$ cat config.mk
export PLATFORM = sky130hd
export DESIGN_NAME = exception_sequencer
export DESIGN_NICKNAME = d
export VERILOG_FILES = /design/src/rtl/exception_sequencer.sv
export SDC_FILE = /design/constraint.sdc
export NUM_CORES = 1
export LEC_CHECK = 0
export CAP_MARGIN = 10
export CORE_UTILIZATION = 47
export DETAILED_ROUTE_END_ITERATION = 8
export GPL_ROUTABILITY_DRIVEN = 0
export PLACE_DENSITY = 0.94
export SLEW_MARGIN = 30
export SYNTH_ARGS = -nofsm -noshare
export SYNTH_HDL_FRONTEND = slang
export SYNTH_SLANG_ARGS = --single-unit
$ cat constraint.sdc
create_clock -name clk -period 7.1 [get_ports clk]
set_input_delay 1.42 -clock clk [delete_from_list [all_inputs] [get_ports clk]]
set_output_delay 1.42 -clock clk [all_outputs]
set_load 0.1 [all_outputs]
$ cat src/rtl/exception_sequencer.sv
// Exception/trap sequencer for the multicycle MIPS datapath.
// On a cause request it saves EPC (pc_in-4), records the cause index, reads the
// handler address from the vector table (VEC_BASE+idx) and loads it into PC.
// Ports:
//   clk, reset            clock (rising edge), async active-high reset
//   cause_req             level-sensitive requests, bit0 highest priority
//   pc_in, mem_rdata      current PC and memory read data
//   busy                  high whenever not idle
//   epc_write/epc_value   EPC load strobe and value
//   cause_write/cause_id  cause register strobe and encoded index (held)
//   mem_read/mem_addr     vector-table read request and address
//   pc_write/pc_value     PC load strobe and handler address
//   done                  one-cycle completion pulse
module exception_sequencer #(
  parameter int unsigned           DATA_W        = 32,
  parameter int unsigned           N_CAUSE       = 3,
  parameter logic [DATA_W-1:0]     VEC_BASE      = 'h0000_00FD,
  parameter int unsigned           MEM_LAT       = 1,
  parameter int unsigned           HANDLER_BYTES = 1,
  localparam int unsigned          IDX_W         = (N_CAUSE > 1) ? $clog2(N_CAUSE) : 1
) (
  input  logic                clk,
  input  logic                reset,
  input  logic [N_CAUSE-1:0]  cause_req,
  input  logic [DATA_W-1:0]   pc_in,
  input  logic [DATA_W-1:0]   mem_rdata,
  output logic                busy,
  output logic                epc_write,
  output logic [DATA_W-1:0]   epc_value,
  output logic                cause_write,
  output logic [IDX_W-1:0]    cause_id,
  output logic                mem_read,
  output logic [DATA_W-1:0]   mem_addr,
  output logic                pc_write,
  output logic [DATA_W-1:0]   pc_value,
  output logic                done
);

  localparam int unsigned CNT_W = (MEM_LAT > 0) ? $clog2(MEM_LAT + 1) : 1;

  // Only byte or word vector entries are meaningful.
  if (!(HANDLER_BYTES == 1 || HANDLER_BYTES == 4)) begin : g_bad_handler_bytes
    $error("exception_sequencer: HANDLER_BYTES must be 1 or 4");
  end

  typedef enum logic [1:0] {
    IDLE    = 2'd0,
    CAPTURE = 2'd1,
    READ    = 2'd2,
    JUMP    = 2'd3
  } state_e;

  state_e              state_q, state_d;
  logic [IDX_W-1:0]    idx_q, idx_d;
  logic [CNT_W-1:0]    cnt_q, cnt_d;
  logic [DATA_W-1:0]   handler_q, handler_d;
  logic [IDX_W-1:0]    pick;

  logic                busy_q, busy_d;
  logic                epc_write_q, epc_write_d;
  logic [DATA_W-1:0]   epc_value_q, epc_value_d;
  logic                cause_write_q, cause_write_d;
  logic                mem_read_q, mem_read_d;
  logic [DATA_W-1:0]   mem_addr_q, mem_addr_d;
  logic                pc_write_q, pc_write_d;
  logic [DATA_W-1:0]   pc_value_q, pc_value_d;
  logic                done_q, done_d;

  // Lowest set request bit wins; the downward loop lets the lowest index overwrite.
  always_comb begin
    pick = '0;
    for (int i = int'(N_CAUSE) - 1; i >= 0; i--) begin
      if (cause_req[i]) pick = IDX_W'(i);
    end
  end

  // Next state plus output decode of the next state, so registered outputs
  // line up with the state they belong to.
  always_comb begin
    state_d       = state_q;
    idx_d         = idx_q;
    cnt_d         = cnt_q;
    handler_d     = handler_q;
    busy_d        = 1'b0;
    epc_write_d   = 1'b0;
    epc_value_d   = '0;
    cause_write_d = 1'b0;
    mem_read_d    = 1'b0;
    mem_addr_d    = '0;
    pc_write_d    = 1'b0;
    pc_value_d    = '0;
    done_d        = 1'b0;

    case (state_q)
      IDLE: begin
        if (|cause_req) begin
          idx_d   = pick;
          state_d = CAPTURE;
        end
      end
      CAPTURE: begin
        cnt_d   = '0;
        state_d = READ;
      end
      READ: begin
        if (cnt_q == CNT_W'(MEM_LAT)) begin
          handler_d = (HANDLER_BYTES == 1) ? DATA_W'(mem_rdata[7:0]) : mem_rdata;
          state_d   = JUMP;
        end else begin
          cnt_d = cnt_q + CNT_W'(1);
        end
      end
      JUMP: begin
        state_d = IDLE;
      end
      default: state_d = IDLE;
    endcase

    busy_d = (state_d != IDLE);
    case (state_d)
      CAPTURE: begin
        epc_write_d   = 1'b1;
        epc_value_d   = pc_in - DATA_W'(4);
        cause_write_d = 1'b1;
      end
      READ: begin
        mem_read_d = 1'b1;
        mem_addr_d = VEC_BASE + DATA_W'(idx_d);
      end
      JUMP: begin
        pc_write_d = 1'b1;
        pc_value_d = handler_d;
        done_d     = 1'b1;
      end
      default: ;
    endcase
  end

  // State, latched index, wait counter, handler and output registers.
  always_ff @(posedge clk or posedge reset) begin
    if (reset) begin
      state_q       <= IDLE;
      idx_q         <= '0;
      cnt_q         <= '0;
      handler_q     <= '0;
      busy_q        <= 1'b0;
      epc_write_q   <= 1'b0;
      epc_value_q   <= '0;
      cause_write_q <= 1'b0;
      mem_read_q    <= 1'b0;
      mem_addr_q    <= '0;
      pc_write_q    <= 1'b0;
      pc_value_q    <= '0;
      done_q        <= 1'b0;
    end else begin
      state_q       <= state_d;
      idx_q         <= idx_d;
      cnt_q         <= cnt_d;
      handler_q     <= handler_d;
      busy_q        <= busy_d;
      epc_write_q   <= epc_write_d;
      epc_value_q   <= epc_value_d;
      cause_write_q <= cause_write_d;
      mem_read_q    <= mem_read_d;
      mem_addr_q    <= mem_addr_d;
      pc_write_q    <= pc_write_d;
      pc_value_q    <= pc_value_d;
      done_q        <= done_d;
    end
  end

  assign busy        = busy_q;
  assign epc_write   = epc_write_q;
  assign epc_value   = epc_value_q;
  assign cause_write = cause_write_q;
  assign cause_id    = idx_q;
  assign mem_read    = mem_read_q;
  assign mem_addr    = mem_addr_q;
  assign pc_write    = pc_write_q;
  assign pc_value    = pc_value_q;
  assign done        = done_q;

endmodule

---- Word level (Yosys, flattened, before mapping) ----
Cells that the tools add are included.
storage, ports and cells
  bits in writable memories ............... 0
  word-level logic and storage cells ...... 42
  memories ................................ 0
  latch bits .............................. 0
  flip-flop bits (word level) ............. 137
  ROM bits ................................ 0
  output and inout bits ................... 104
  input bits .............................. 69
operators by class
  multiplexer cells ....................... 18
  reduce and logical (&&, ||, !) cells .... 4
  bitwise operators ....................... 0
  shift operators ......................... 0
  divide/modulo/power cells ............... 0
  magnitude comparators ................... 0
  eq/ne operators ......................... 6
  multipliers ............................. 0
  add/subtract/negate cells ............... 3
operator list
  cell                     number
  $mux W32                 4
  $sub A32 B3 Y32 const B  1
  $mux W2                  7
  $add A8 B2 Y9 const A    1
  $mux W9                  1
  $eq A2 B2 Y1 const B     4
  $pmux W2 S4              1
  $eq A2 B1 Y1 const B     2
  $mux W1                  4
  $reduce_bool A2 Y1       2
  $reduce_or A3 Y1         1
  $logic_not A2 Y1         1
  $pmux W1 S2              1
  $add A1 B1 Y1 const B    1

---- Longest topological paths before layout ----
Gate-level depths: netlist of run 1.
  depth in word-level cells ............... 7
  gate-level depth with buffers ........... 9

---- Least setup slack after synthesis of run 1 ----
OpenSTA, ideal clock, no wires.
  path kind ............................... input-to-reg
  from .................................... input port pc_in[2]
  to ...................................... register epc_value_q[26], in the netlist epc_value[26]
  data required time ...................... 7.022 ns
  library setup time ...................... 0.078 ns
  stages on the path ...................... 6
  setup slack ............................. 3.982 ns
  data arrival time ....................... 3.040 ns
  path buffers ............................ 0
  cell sequence ........................... inv_1 > ha_1 > nor3b_1 > nand4_1 > or4_2 > a21oi_1
between the ends
  word-level cells in the longest chain between the ends .. 2
ends and longest elaborated chain
  item                    RTL line  RTL
  start: declaration      25        input logic [DATA_W-1:0] pc_in,
  $sub A32 B3 Y32         123       epc_value_d = pc_in - DATA_W'(4);
  $mux W32                120       case (state_d)
  via epc_value_d[26]     61        logic [DATA_W-1:0] epc_value_q, epc_value_d;
  end signal: assignment  162       epc_value_q <= epc_value_d;
  end: declaration        61
The timed path passes the listed nets, and every way through them passes these cells.
A chain may end at the register's enable or synchronous reset.

---- Final worst setup path of run 1 ----
Ends and elaborated chain as after synthesis.

==> summary.txt, run 1 <==
Floorplan
  – Io pins: 173
  – Initial Util: 0.4944
  – Chip Width: 98.71 um
  – Die area: 9743 sq um
  – Cell Rows: 34
  – Die height: 98.71 um
  – Core area: 8891 sq um

Routing
  – Mean routed wirelength per cell: 15.21 um
  – Routed metal-1 wire length: 3466 um
  – First-iteration detailed-routing DRC count: 70
  – Met2 wire length: 4695 um
  – Final ANT Viol Nets: 0
  – 1st-pass router iterations: 6
  – Routed WL: 9049 um
  – Via count: 3,070
  – DR top layer: met4
  – Metal3 WL: 773 um
  – Post-route DRC: 0
  – Post-DR vias/cell: 5.160

Min path
  – Hold Crit Class: reg2reg

Synthesis
  – Post-synthesis adder-cell area fraction: 0.01423
  – Post-synthesis mux area share: 0.02533
  – Synth Instances: 369
  – Largest area contributor in the netlist: dfrtp_1
  – Mean Syn Cell Area: 11.91 sq um
  – Yosys cell types: 36
  – Seq/Total Area, Yosys: 0.6206
  – Synthesized cell area: 4395 sq um
  – Post-Synth XOR/XNOR Area: 0.01993
  – Post-synth top area share: 0.6206
  – Simple-gate share of the synthesized area: 0.1896
  – Synth Register Bits: 109
  – Largest family of logic cells by synthesized area: simple AND/OR/NAND/NOR gates
  – Synth Area in Compound Gates: 0.05693
  – Total number of yosys warnings: 0
  – Top cells by area, synth: dfrtp_1 62%, buf_4 5.1%, and3_1 5.0%, and2_1 3.8%, o31ai_1 2.6%

Final layout
  – Commonest non-fill, non-tap cell in the layout: clkdlybuf4s50_1
  – Final Cell Area: 5818 sq um
  – Area growth syn-to-layout: 32.37%
  – # diodes: 0
  – Most frequent cells in the layout: 125 x clkdlybuf4s50_1, 109 x dfrtp_1, 35 x and3_1, 27 x and2_1, 23 x conb_1
  – Fillers: 653
  – Layout cells sized above 1: 0.08008
  – Final Non-Filler Cells: 595
  – Footprint of the multi-input gates: 1439 sq um
  – Register Area: 2728 sq um
  – Layout Nets: 557

Placement
  – Placed cell area: 5595 sq um
  – Placed Instances: 580
  – Port bufs: 125
  – HPWL after DPL: 6375 um

Clock network
  – Postcts setup bufs: 0
  – Clk buf depth: 2
  – CTS tree: yes
  – Worst-path clk slew: 0.10 ns
  – Skew-Pair Late Insertion Delay: 0.35 ns
  – CTS root buf: clkbuf_8
  – Hold bufs inserted after CTS: 0
  – CTS sink count: 109
  – Htree depth: 3
  – Post-CTS Resized: 0
  – Num CTS Buffers: 9

Global route
  – First-pass GRT wire length: 14,820 um
  – Gr usage total: 0.1936
  – Remaining Overflow, GRT: 0
  – Initial antenna violation count: 0
  – Number of global-route vias before repair: 3,167
  – Largest net degree at the start of global routing: 72

STA
  – Slew @ Worst Pin: 1.001 ns
  – Hold Slack: 0.4812 ns
  – RSZ-0062 raised after global routing: false
  – Crit share post-route: 0.5322
  – # setup viols final: 0
  – Skew final: 0.009574 ns
  – Slew headroom: 0.3307
  – Max-slew violation count: 0
  – F_max: 0.2646 GHz
  – Setup TNS: 0 ns
  – Final Hold Fails: 0
  – Min cycle time layout: 3.779 ns

Run status
  – Status: completed

Critical path
  – Crit Path Category: in2reg
  – Worst Path Required: 7.37 ns
  – Critical Path Sink Type: flip-flop
  – Crit-path max cell delay: 0.65 ns
  – Worst Path Max Fanout: 8
  – Cells along the critical path: clkdlybuf4s50_1, inv_1, ha_1, nor3b_1, nand4_1, or4_2, a21oi_1
  – Slowest-stage cell, CP: or4_2
  – CP arrival: 4.05 ns
  – Startpoint Class: input pin

Run
  – Max cap viols: 0
## flip-flops by register name, summed over array words and instances, names as in the netlist
| name | cells |
|---|---|
| cnt_q | 1 |
| cause_id | 2 |
| handler_q | 32 |
| cause_write | 1 |
| epc_value | 32 |
| mem_read | 1 |
| busy | 1 |
| mem_addr | 4 |
| state_q | 2 |
| done | 1 |
| pc_value | 32 |
## Yosys cell counts
library cell,n
dfrtp_1,109
and3_1,35
buf_4,30
and2_1,27
nor2_1,20
a21oi_1,17
o31ai_1,15
clkbuf_1,14
or4_1,11
inv_1,10
mux2_2,9
nand2_1,8
nand2b_1,6
xor2_1,6
ha_1,5
nor3_1,5
or3_1,5
nand4_1,4
xnor2_1,4
nand3_1,3
o21a_1,3
o21ai_0,3
or2_2,3
nand3b_1,2
nor4_1,2
or4_2,2
or4_4,2
a2bb2oi_1,1
buf_1,1
conb_1,1
mux2i_1,1
nor3_2,1
nor3b_1,1
nor4_2,1
o22ai_1,1
or3_2,1
## stage by stage
stage                       util  worst slack (ns)
final                     0.6544             3.321
after global routing      0.6544             3.102
after CTS                 0.6538             3.368
after detailed placement  0.6293             2.985
after global placement    0.6290             2.661
after floorplan                -             2.806
## routing by layer
| layer | vias up | GRT usage |
|---|---|---|
| li1 | 1441 | - |
| met1 | 1462 | 0.2217 |
| met2 | 154 | 0.3402 |
| met3 | 13 | 0.06028 |
| met4 | 0 | 0.07463 |
| met5 | - | 0 |
## worst max-delay path: cells and delay by family
| kind | cells | cell delay [ns] |
|---|---|---|
| adder cells (fa/ha/maj) | 1 | 0.22 |
| buffers and inverters | 2 | 0.58 |
| AND/OR/NAND/NOR | 3 | 1.66 |
| AO/OA/AOI/OAI | 1 | 0.17 |
## worst paths after layout
check,startpoint,end,slack [ns],depth (start not counted)
max in group asynchronous,reset,pc_value[10]$_DFF_PP0_,4.43,3
worst max register to register,state_q[0]$_DFF_PP0_,epc_value[31]$_DFF_PP0_,4.14,9
worst max-delay path,pc_in[2],epc_value[26]$_DFF_PP0_,3.32,7
worst min-delay path,handler_q[12]$_DFF_PP0_,handler_q[12]$_DFF_PP0_,0.48,1
worst min register to register,handler_q[12]$_DFF_PP0_,handler_q[12]$_DFF_PP0_,0.48,1
min in group asynchronous,reset,epc_value[31]$_DFF_PP0_,1.44,2
## cells by family after synthesis
family,Yosys count
mux,10
buf+inv,55
compound gates,40
flops,109
xor+xnor,10
fa+ha+maj,5
other cells,1
simple gates,139
## area by class of cell
class	instances	share of cell area
Clock buffer	9	0.02129
Clock inverter	6	0.01613
Inverter	10	0.006882
Multi-Input combinational cell	227	0.2473
Sequential cell	109	0.4688
Tap cell	108	0.02323
Timing Repair Buffer	126	0.2163
Power of run 1 is not shown: default switching activity piles up to over one toggle a cycle in this logic, so the estimate is an artifact.
==> run 2, diff against run 1 <==
--- a/config.mk
+++ b/config.mk
@@ -6,10 +6,10 @@
 export NUM_CORES = 1
 export LEC_CHECK = 0
 export CAP_MARGIN = 10
-export CORE_UTILIZATION = 47
+export CORE_UTILIZATION = 39
 export DETAILED_ROUTE_END_ITERATION = 8
 export GPL_ROUTABILITY_DRIVEN = 0
-export PLACE_DENSITY = 0.94
+export PLACE_DENSITY = 0.84
 export SLEW_MARGIN = 30
 export SYNTH_ARGS = -nofsm -noshare
 export SYNTH_HDL_FRONTEND = slang
==> constraint.sdc (replaced) <==
create_clock -name clk -period 3.3 [get_ports clk]
set_input_delay 0.66 -clock clk [delete_from_list [all_inputs] [get_ports clk]]
set_output_delay 0.66 -clock clk [all_outputs]
set_load 0.1 [all_outputs]
==> run 2 against run 1 <==
- global-route usage down 3.2 points
- cell count up 7.1%
- register-to-register slack worse by 2.7 ns
- hold slack worse by 0.00063 ns
- non-clock buffer count up 9
- sequential share of layout area up 0.77 points
- clock skew down 0.0031 ns
- flip-flop and latch count unchanged
- setup slack worse by 2.7 ns
- count of clock-buffer cells in the layout up 3
- routed wire length down 0.86%
- critical path depth unchanged
- critical path type unchanged
- highest routed layer unchanged
==> summary.txt, run 2 (synthesis gave the netlist of run 1 again) <==
Run status
  – Status: completed (unchanged)

Clock network
  – CTS root buf: clkbuf_8 (unchanged)
  – Clk buf depth: 2 (unchanged)
  – CTS sink count: 109 (unchanged)
  – Skew-Pair Late Insertion Delay: 0.35 ns (about the same)
  – Num CTS Buffers: 9 (unchanged)
  – Postcts setup bufs: 0 (unchanged)
  – CTS tree: yes (unchanged)
  – Htree depth: 3 (unchanged)
  – Hold bufs inserted after CTS: 0 (unchanged)
  – Post-CTS Resized: 0 (unchanged)
  – Worst-path clk slew: 0.10 ns (about the same)

Floorplan
  – Die height: 108.2 um (was 98.71 um)
  – Io pins: 173 (unchanged)
  – Chip Width: 108.2 um (was 98.71 um)
  – Die area: 11,700 sq um (was 9743 sq um)
  – Initial Util: 0.4037 (was 0.4944)
  – Cell Rows: 38 (was 34)
  – Core area: 10,890 sq um (was 8891 sq um)

Global route
  – Initial antenna violation count: 0 (unchanged)
  – Number of global-route vias before repair: 3,152 (was 3,167)
  – First-pass GRT wire length: 14,720 um (was 14,820 um)
  – Remaining Overflow, GRT: 0 (unchanged)
  – Largest net degree at the start of global routing: 36 (was 72)
  – Gr usage total: 0.1615 (was 0.1936)

Critical path
  – Worst Path Required: 3.59 ns (was 7.37 ns)
  – Critical Path Sink Type: flip-flop (unchanged)
  – Worst Path Max Fanout: 8 (unchanged)
  – Reg2reg end: epc_value[21]$_DFF_PP0_ (was epc_value[31]$_DFF_PP0_)
  – Cells along the critical path: clkdlybuf4s50_1, inv_1, ha_1, nor3b_1, nand4_1, or4_2, a21oi_1 (unchanged)
  – Startpoint Class: input pin (unchanged)
  – CP arrival: 2.92 ns (was 4.05 ns)
  – Crit-path max cell delay: 0.62 ns (was 0.65 ns)
  – Slowest-stage cell, CP: or4_2 (unchanged)
  – R2R depth: 8 (was 9)
  – R2r startpoint: state_q[0]$_DFF_PP0_ (unchanged)
  – Crit Path Category: in2reg (unchanged)
  – Register-to-register setup slack: 1.48 ns (was 4.14 ns)

Min path
  – Hold depth: 1 (unchanged)
  – Hold Crit Class: reg2reg (unchanged)
  – Hold_sp: handler_q[16]$_DFF_PP0_ (was handler_q[12]$_DFF_PP0_)
  – Hold path endpoint: handler_q[16]$_DFF_PP0_ (was handler_q[12]$_DFF_PP0_)

STA
  – Slew headroom: 0.5063 (was 0.3307)
  – F_max: 0.3797 GHz
  – Skew final: 0.006431 ns (was 0.009574 ns)
  – Slew @ Worst Pin: 0.7389 ns (was 1.001 ns)
  – Max-slew violation count: 0 (unchanged)
  – Final Hold Fails: 0 (unchanged)
  – Setup TNS: 0 ns (unchanged)
  – Min cycle time layout: 2.634 ns
  – Crit share post-route: 0.7982
  – # setup viols final: 0 (unchanged)
  – RSZ-0062 raised after global routing: false (unchanged)

Routing
  – Via count: 3,108 (was 3,070)
  – Post-route DRC: 0 (unchanged)
  – First-iteration detailed-routing DRC count: 65 (was 70)
  – Routed WL: 8971 um (was 9049 um)
  – 1st-pass router iterations: 4 (was 6)
  – Post-DR vias/cell: 4.879 (was 5.160)
  – Mean routed wirelength per cell: 14.08 um (was 15.21 um)
  – Final ANT Viol Nets: 0 (unchanged)

Final layout
  – Layout Nets: 566 (was 557)
  – Layout cells sized above 1: 0.2535 (was 0.08008)
  – Fillers: 929 (was 653)
  – Area growth syn-to-layout: 30.23% (was 32.37%)
  – # diodes: 0 (unchanged)
  – Most frequent cells in the layout: 109 x dfrtp_1, 89 x buf_4, 44 x clkdlybuf4s50_1, 35 x and3_1, 27 x and2_1 (was 125 x clkdlybuf4s50_1, 109 x dfrtp_1, 35 x and3_1, 27 x and2_1, 23 x conb_1)
  – Commonest non-fill, non-tap cell in the layout: dfrtp_1 (was clkdlybuf4s50_1)
  – Register Area: 2728 sq um (unchanged)
  – Footprint of the multi-input gates: 1434 sq um (was 1439 sq um)

Placement
  – HPWL after DPL: 6515 um (was 6375 um)
  – Port bufs: 125 (unchanged)

Run
  – Max cap viols: 0 (unchanged)
==> run 2: cell types whose count changed in the layout (fill, tap and decap cells not counted), moves of 2 or more <==
cell / delta
buf_12: +2
buf_4: +88
clkbuf_1: +2
clkdlybuf4s50_1: -81
==> run 2: worst max-delay path, delay by kind of cell <==
family | cells | cell delay (ns)
AO/OA/AOI/OAI | 1 | 0.16
AND/OR/NAND/NOR | 3 | 1.28
adder cells (fa/ha/maj) | 1 | 0.23
buffers and inverters | 2 | 0.58
==> run 2: layer usage <==
| metal | track usage | vias to the layer above | part of all wire |
|---|---|---|---|
| li1 | - | 1458 | - |
| met1 | 0.1883 | 1527 | 0.41 |
| met2 | 0.2866 | 118 | 0.50 |
| met3 | 0.04882 | 5 | 0.078 |
| met4 | 0.04403 | 0 | 0.0069 |
| met5 | 0 | - | 0 |
==> run 2: cell type report <==
type	instances	share of cell area
tap	140	0.03060
clock buffer	12	0.02536
sequential	109	0.4765
multi-input combinational	227	0.2505
timing repair buffer	135	0.2007
clock inverter	4	0.009180
inverter	10	0.007213
==> run 2: worst max path at each step <==
stage | startpoint | end | slack (ns) | cells past startpoint
final | pc_in[2] | epc_value[26]$_DFF_PP0_ | 0.67 | 7
after global routing | pc_in[2] | epc_value[26]$_DFF_PP0_ | 0.55 | 7
after CTS | pc_in[2] | epc_value[26]$_DFF_PP0_ | 0.70 | 7
after detailed placement | pc_in[2] | epc_value[26]$_DFF_PP0_ | 0.32 | 7
after global placement | pc_in[2] | epc_value[26]$_DFF_PP0_ | 0.34 | 7
after floorplan | pc_in[2] | epc_value[26]$_DFF_PP0_ | 0.94 | 6
==> run 2: metrics by stage <==
step / hold slack (ns) / util / cell area, sq um / worst slack, ns / cells
floorplan: 0.4424 / - / 4482 / 0.9419 / 391
global placement: 0.4576 / 0.5074 / 5524 / 0.3378 / 621
detailed placement: 0.4607 / 0.5074 / 5524 / 0.3196 / 621
CTS: 0.4832 / 0.5255 / 5722 / 0.7015 / 637
global route: 0.5016 / 0.5257 / 5724 / 0.5528 / 637
finish: 0.4806 / 0.5257 / 5724 / 0.6660 / 637
Power of run 2 is left out for the same reason.
==> patch 1: new RTL, config.mk and constraints of run 2 <==
Change the parameter `DATA_W` from 32 to 64.
--- a/src/rtl/exception_sequencer.sv
+++ b/src/rtl/exception_sequencer.sv
@@ -12,7 +12,7 @@
 //   pc_write/pc_value     PC load strobe and handler address
 //   done                  one-cycle completion pulse
 module exception_sequencer #(
-  parameter int unsigned           DATA_W        = 32,
+  parameter int unsigned           DATA_W        = 64,
   parameter int unsigned           N_CAUSE       = 3,
   parameter logic [DATA_W-1:0]     VEC_BASE      = 'h0000_00FD,
   parameter int unsigned           MEM_LAT       = 1,
Interface: changed (5 resized); port bits go from 173 to 333. The function was not compared with the original's and may differ.
==> patch 1 against run 2 <==
Routed wire length up 120%; area after synthesis increased by 89%; non-clock buffer count increased by 143; design area grew 97%; sequential cell count increased by 96; setup slack lost 0.47 ns; register-to-register slack got worse by 0.47 ns; largest cell class unchanged.
==> patch 1: results (changes against run 2) <==
status: "finished clean"  # unchanged
synth_common_cells: "dfrtp_1 (205), and3_1 (66), buf_4 (62)"  # was dfrtp_1 (109), and3_1 (35), buf_4 (30)
max_stage_delay_ns: 0.65  # was 0.62 ns
drive_above_1_share: 0.270  # was 0.254
cpMaxStageDelayCell: "or4b_2"  # was or4_2
synth_area_leaders: "dfrtp_1 (62%), buf_4 (5.6%), and3_1 (5.0%)"  # was dfrtp_1 (62%), buf_4 (5.1%), and3_1 (5.0%)
routedWlPerCell_microns: 15.6  # was 14.1 microns
max_slew_margin: 0.358  # was 0.506
dp_hpwl_mm: 13.6  # was 6.51 mm
clock_latency_ns: 0.49  # was 0.35 ns
grt_max_degree: 88  # was 36
fillCellCount: 1785  # was 929
cts.path.max_buffers: 3  # was 2
syn_inst: 711  # was 369
synth_edf_count: 0  # unchanged
dp_cells: 1218  # was 621
clk_pin_slew_ns: 0.06  # was 0.10 ns
critPathMaxFanout: 9  # was 8
final_cell_count_no_fill: 1255  # was 637
r2r_start: "state_q[0]"  # unchanged
grt_pass1_vias: 6014  # was 3152
vias: 6099  # was 3108
numCtsBuffers: 21  # was 9
nets: 1104  # was 566
synth.distinct_cells: 39  # was 36
grt_pass1_wl_mm: 31.1  # was 14.7 mm
root_buffer: "clkbuf_16"  # was clkbuf_8
port_buffers: 221  # was 125
first_iter_violations: 267  # was 65
grt.total_usage: 0.178  # was 0.161
fin_skew_ns: 0.0167  # was 0.00643 ns
yosysSeqAreaShare: 0.617  # was 0.621
crit_arrival_ns: 3.50  # was 2.92 ns
cp_top_family: "simple AND/OR/NAND/NOR gates"  # unchanged
r2r_cells: 9  # was 8
min_to: "handler_q[42]"  # was handler_q[16]
htree_levels: 1  # was 3
hp-start: "handler_q[42]"  # was handler_q[16]
rr_endpoint: "epc_value[47]"  # was epc_value[21]
drt-pass1-iter-count: 5  # was 4
postCtsSetupBuffers: 0  # unchanged
[patch 1: per-layer routing]
metal | track usage | vias up | part of all wire
met2 | 0.309 | 253 | 0.51
met5 | 0 | - | 0
met3 | 0.0429 | 30 | 0.079
li1 | - | 2838 | -
met1 | 0.221 | 2978 | 0.39
met4 | 0.0474 | 0 | 0.019
[patch 1: metrics by stage]
stage / area (sq um) / setup WS (ns) / hold slack (ns) / setup TNS (ns) / utilization
after global placement: 10600 / -0.294 / 0.457 / -3.40 / 0.505
after detailed placement: 10600 / -0.269 / 0.461 / -4.43 / 0.505
after global routing: 11300 / 0.0971 / 0.486 / 0 / 0.538
after CTS: 11300 / 0.199 / 0.475 / 0 / 0.538
final: 11300 / 0.196 / 0.470 / 0 / 0.538
after floorplan: 8520 / -0.0183 / 0.442 / -3.75 / -
[patch 1: power by group through the flow]
stage	clock network (mW)	logic (mW)	registers, mW
after floorplan	0	1.69	6.06
after global placement	0	5.74	3.18
after detailed placement	0	5.80	3.19
after CTS	2.43	5.80	3.16
after global routing	2.53	6.02	3.19
final	2.36	5.77	3.15
[patch 1: logic make-up after synthesis]
family	synth area share
simple gates	0.203
flops	0.617
buf+inv	0.0784
compound gates	0.0524
xor+xnor	0.0253
mux	0.0158
fa+ha+maj	0.00752
other cells	0.000451
[patch 1: area by class of cell]
class,count,share of cell area
clock buffer,23,0.0491
clock inverter,14,0.0124
inverter,9,0.00333
multi-input combinational,451,0.243
sequential,205,0.455
tap,275,0.0305
timing repair buffer,278,0.206
[patch 1: how the worst max path moves through the flow]
stage,start,to,slack (ns)
global placement,pc_in[2],epc_value[58],-0.29
floorplan,reset,busy,-0.02
CTS,pc_in[2],epc_value[58],0.20
global route,pc_in[2],epc_value[60],0.1
detailed placement,pc_in[3],epc_value[58],-0.27
finish,pc_in[2],epc_value[58],0.20
==> patch 2: new RTL, settings of run 2 <==
Without the edit above. Re-encode `state_e` (4 states) as Gray code, 2 bits wide.
--- a/src/rtl/exception_sequencer.sv
+++ b/src/rtl/exception_sequencer.sv
@@ -44,10 +44,10 @@
   end
 
   typedef enum logic [1:0] {
-    IDLE    = 2'd0,
-    CAPTURE = 2'd1,
-    READ    = 2'd2,
-    JUMP    = 2'd3
+    IDLE    = 2'b00,
+    CAPTURE = 2'b01,
+    READ    = 2'b11,
+    JUMP    = 2'b10
   } state_e;
 
   state_e              state_q, state_d;
Check against the original RTL: no difference found for any inputs over 10 cycles, from zero or initial values and one cycle with reset high; not proved beyond that.
==> patch 2 against run 2 <==
Worst hold slack improved by 0.041 ns; setup slack improved by 0.15 ns; design area down 21%; area after synthesis fell by 28%; routed wire length down 25%; core utilization increased by 5.5 points; first-iteration DRC count increased by 34%; sequential cell count fell by 32.
==> patch 2: results (changes against run 2) <==
port_buffers: 125  # unchanged
rr_endpoint: "mem_addr[1]"  # was epc_value[21]
cts.path.max_buffers: 2  # unchanged
rrSetupSlack_ns: 1.66  # was 1.48 ns
dp_hpwl_mm: 4.98  # was 6.51 mm
place_ws_ns: 0.481  # was 0.320 ns
post_dp_cell_area_sq_um: 4300  # was 5520 sq um
clock_latency_ns: 0.33  # was 0.35 ns
ir_drop_mv: 0.417
hp-start: "state_q[0]"  # was handler_q[16]
diodes: 0  # unchanged
cpMaxStageDelayCell: "or4_2"  # unchanged
crit_arrival_ns: 2.74  # was 2.92 ns
synth_area_leaders: "dfrtp_1 (61%), buf_4 (7.1%), a21oi_1 (2.4%)"  # was dfrtp_1 (62%), buf_4 (5.1%), and3_1 (5.0%)
nets: 488  # was 566
cts.repair.resized: 0  # unchanged
synth.distinct_cells: 39  # was 36
grt_pass1_wl_mm: 10.9  # was 14.7 mm
first_iter_violations: 87  # was 65
grt_max_degree: 78  # was 36
fin_skew_ns: 0.0130  # was 0.00643 ns
whs_path_depth: 0  # was 1
clk_pin_slew_ns: 0.08  # was 0.10 ns
r2r_start: "state_q[0]"  # unchanged
max_slew_margin: 0.359  # was 0.506
numCtsBuffers: 9  # unchanged
postCtsSetupBuffers: 0  # unchanged
hold_path_class: "flop to flop"  # unchanged
htree_levels: 3  # unchanged
vias: 2407  # was 3108
cp_top_family: "simple AND/OR/NAND/NOR gates"  # unchanged
leakagePower_nw: 2.14
critPathMaxFanout: 9  # was 8
grt_pass1_vias: 2310  # was 3152
min_to: "state_q[1]"  # was handler_q[16]
max_stage_delay_ns: 0.57  # was 0.62 ns
root_buffer: "clkbuf_8"  # unchanged
r2r_cells: 5  # was 8
async_reset_ff_frac: 1.00  # unchanged
wirelength_mm: 6.69  # was 8.97 mm
drt-pass1-iter-count: 4  # unchanged
drive_above_1_share: 0.275  # was 0.254
status: "finished clean"  # unchanged
grt.total_usage: 0.164  # was 0.161
antenna_found_initial: 0  # unchanged
yosysSeqAreaShare: 0.608  # was 0.621
yosysWarningCount: 0  # unchanged
hold_ws_ns: 0.522  # was 0.481 ns
synth_common_cells: "dfrtp_1 (77), buf_4 (30), nor2_1 (20)"  # was dfrtp_1 (109), and3_1 (35), buf_4 (30)
[patch 2: changes by cell type after synthesis, moves of 5 or more]
cell,run 2,this run
o31ai_1,15,10
or3_1,5,10
nor4_1,2,7
clkbuf_1,14,4
and2_1,27,10
and3_1,35,2
dfrtp_1,109,77
mux2_2,9,1
[patch 2: final cells by class]
| type | instances | area [sq um] |
|---|---|---|
| fillers | 669 | 3270 |
| flip-flops and latches | 77 | 1930 |
| multi-input cells | 192 | 1120 |
| repair buffers | 129 | 1100 |
| clock buffers | 10 | 138 |
| well taps | 102 | 128 |
| clock inverters | 6 | 92.6 |
| inverters | 8 | 31.3 |
[patch 2: worst reg2reg max path, cell delays in order, from the launching register on]
cell and delay (ns):
dfrtp_1 0.46, nor2_1 0.25, o21ai_0 0.13, a32o_1 0.25, ha_1 0.29, and3_1 0.17
[patch 2: worst max path at each step]
stage               depth (start not counted)       endpoint  slack (ns)         start
finish                                      8  epc_value[20]        0.82      pc_in[2]
global route                                5  epc_value[30]        0.66      pc_in[6]
CTS                                         1   pc_value[14]        0.81  pc_value[14]
detailed placement                          8  epc_value[22]        0.48      pc_in[2]
global placement                            8  epc_value[22]        0.58      pc_in[2]
floorplan                                   1           busy        0.67         reset
[patch 2: power by group]
group	switching (mW)	internal [mW]
Sequential	0.0903	1.14
Combinational	2.06	0.438
Clock	0.342	0.452
[patch 2: metal layers]
layer | wire (microns) | vias up | global-route usage
li1 | - | 1152 | -
met1 | 2740 | 1114 | 0.200
met2 | 3350 | 131 | 0.279
met3 | 493 | 10 | 0.0406
met4 | 101 | 0 | 0.0651
met5 | 0 | - | 0
[patch 2: cells by family after synthesis]
family                     Yosys count  share of synthesized area
and+or+nand+nor                     96                      0.185
DFF                                 77                      0.608
buffers and inverters               44                     0.0931
AOI/OAI and AO/OA                   33                     0.0643
xor gates and xnor gates             9                     0.0249
muxes                                5                     0.0162
adders and majority gates            2                    0.00789
other                                1                    0.00118
[patch 2: through the flow]
stage	utilization	instances
5_1_grt	0.581	524
3_5_place_dp	0.551	508
4_1_cts	0.581	524
3_3_place_gp	0.551	508
6_report	0.581	524
2_1_floorplan	-	313
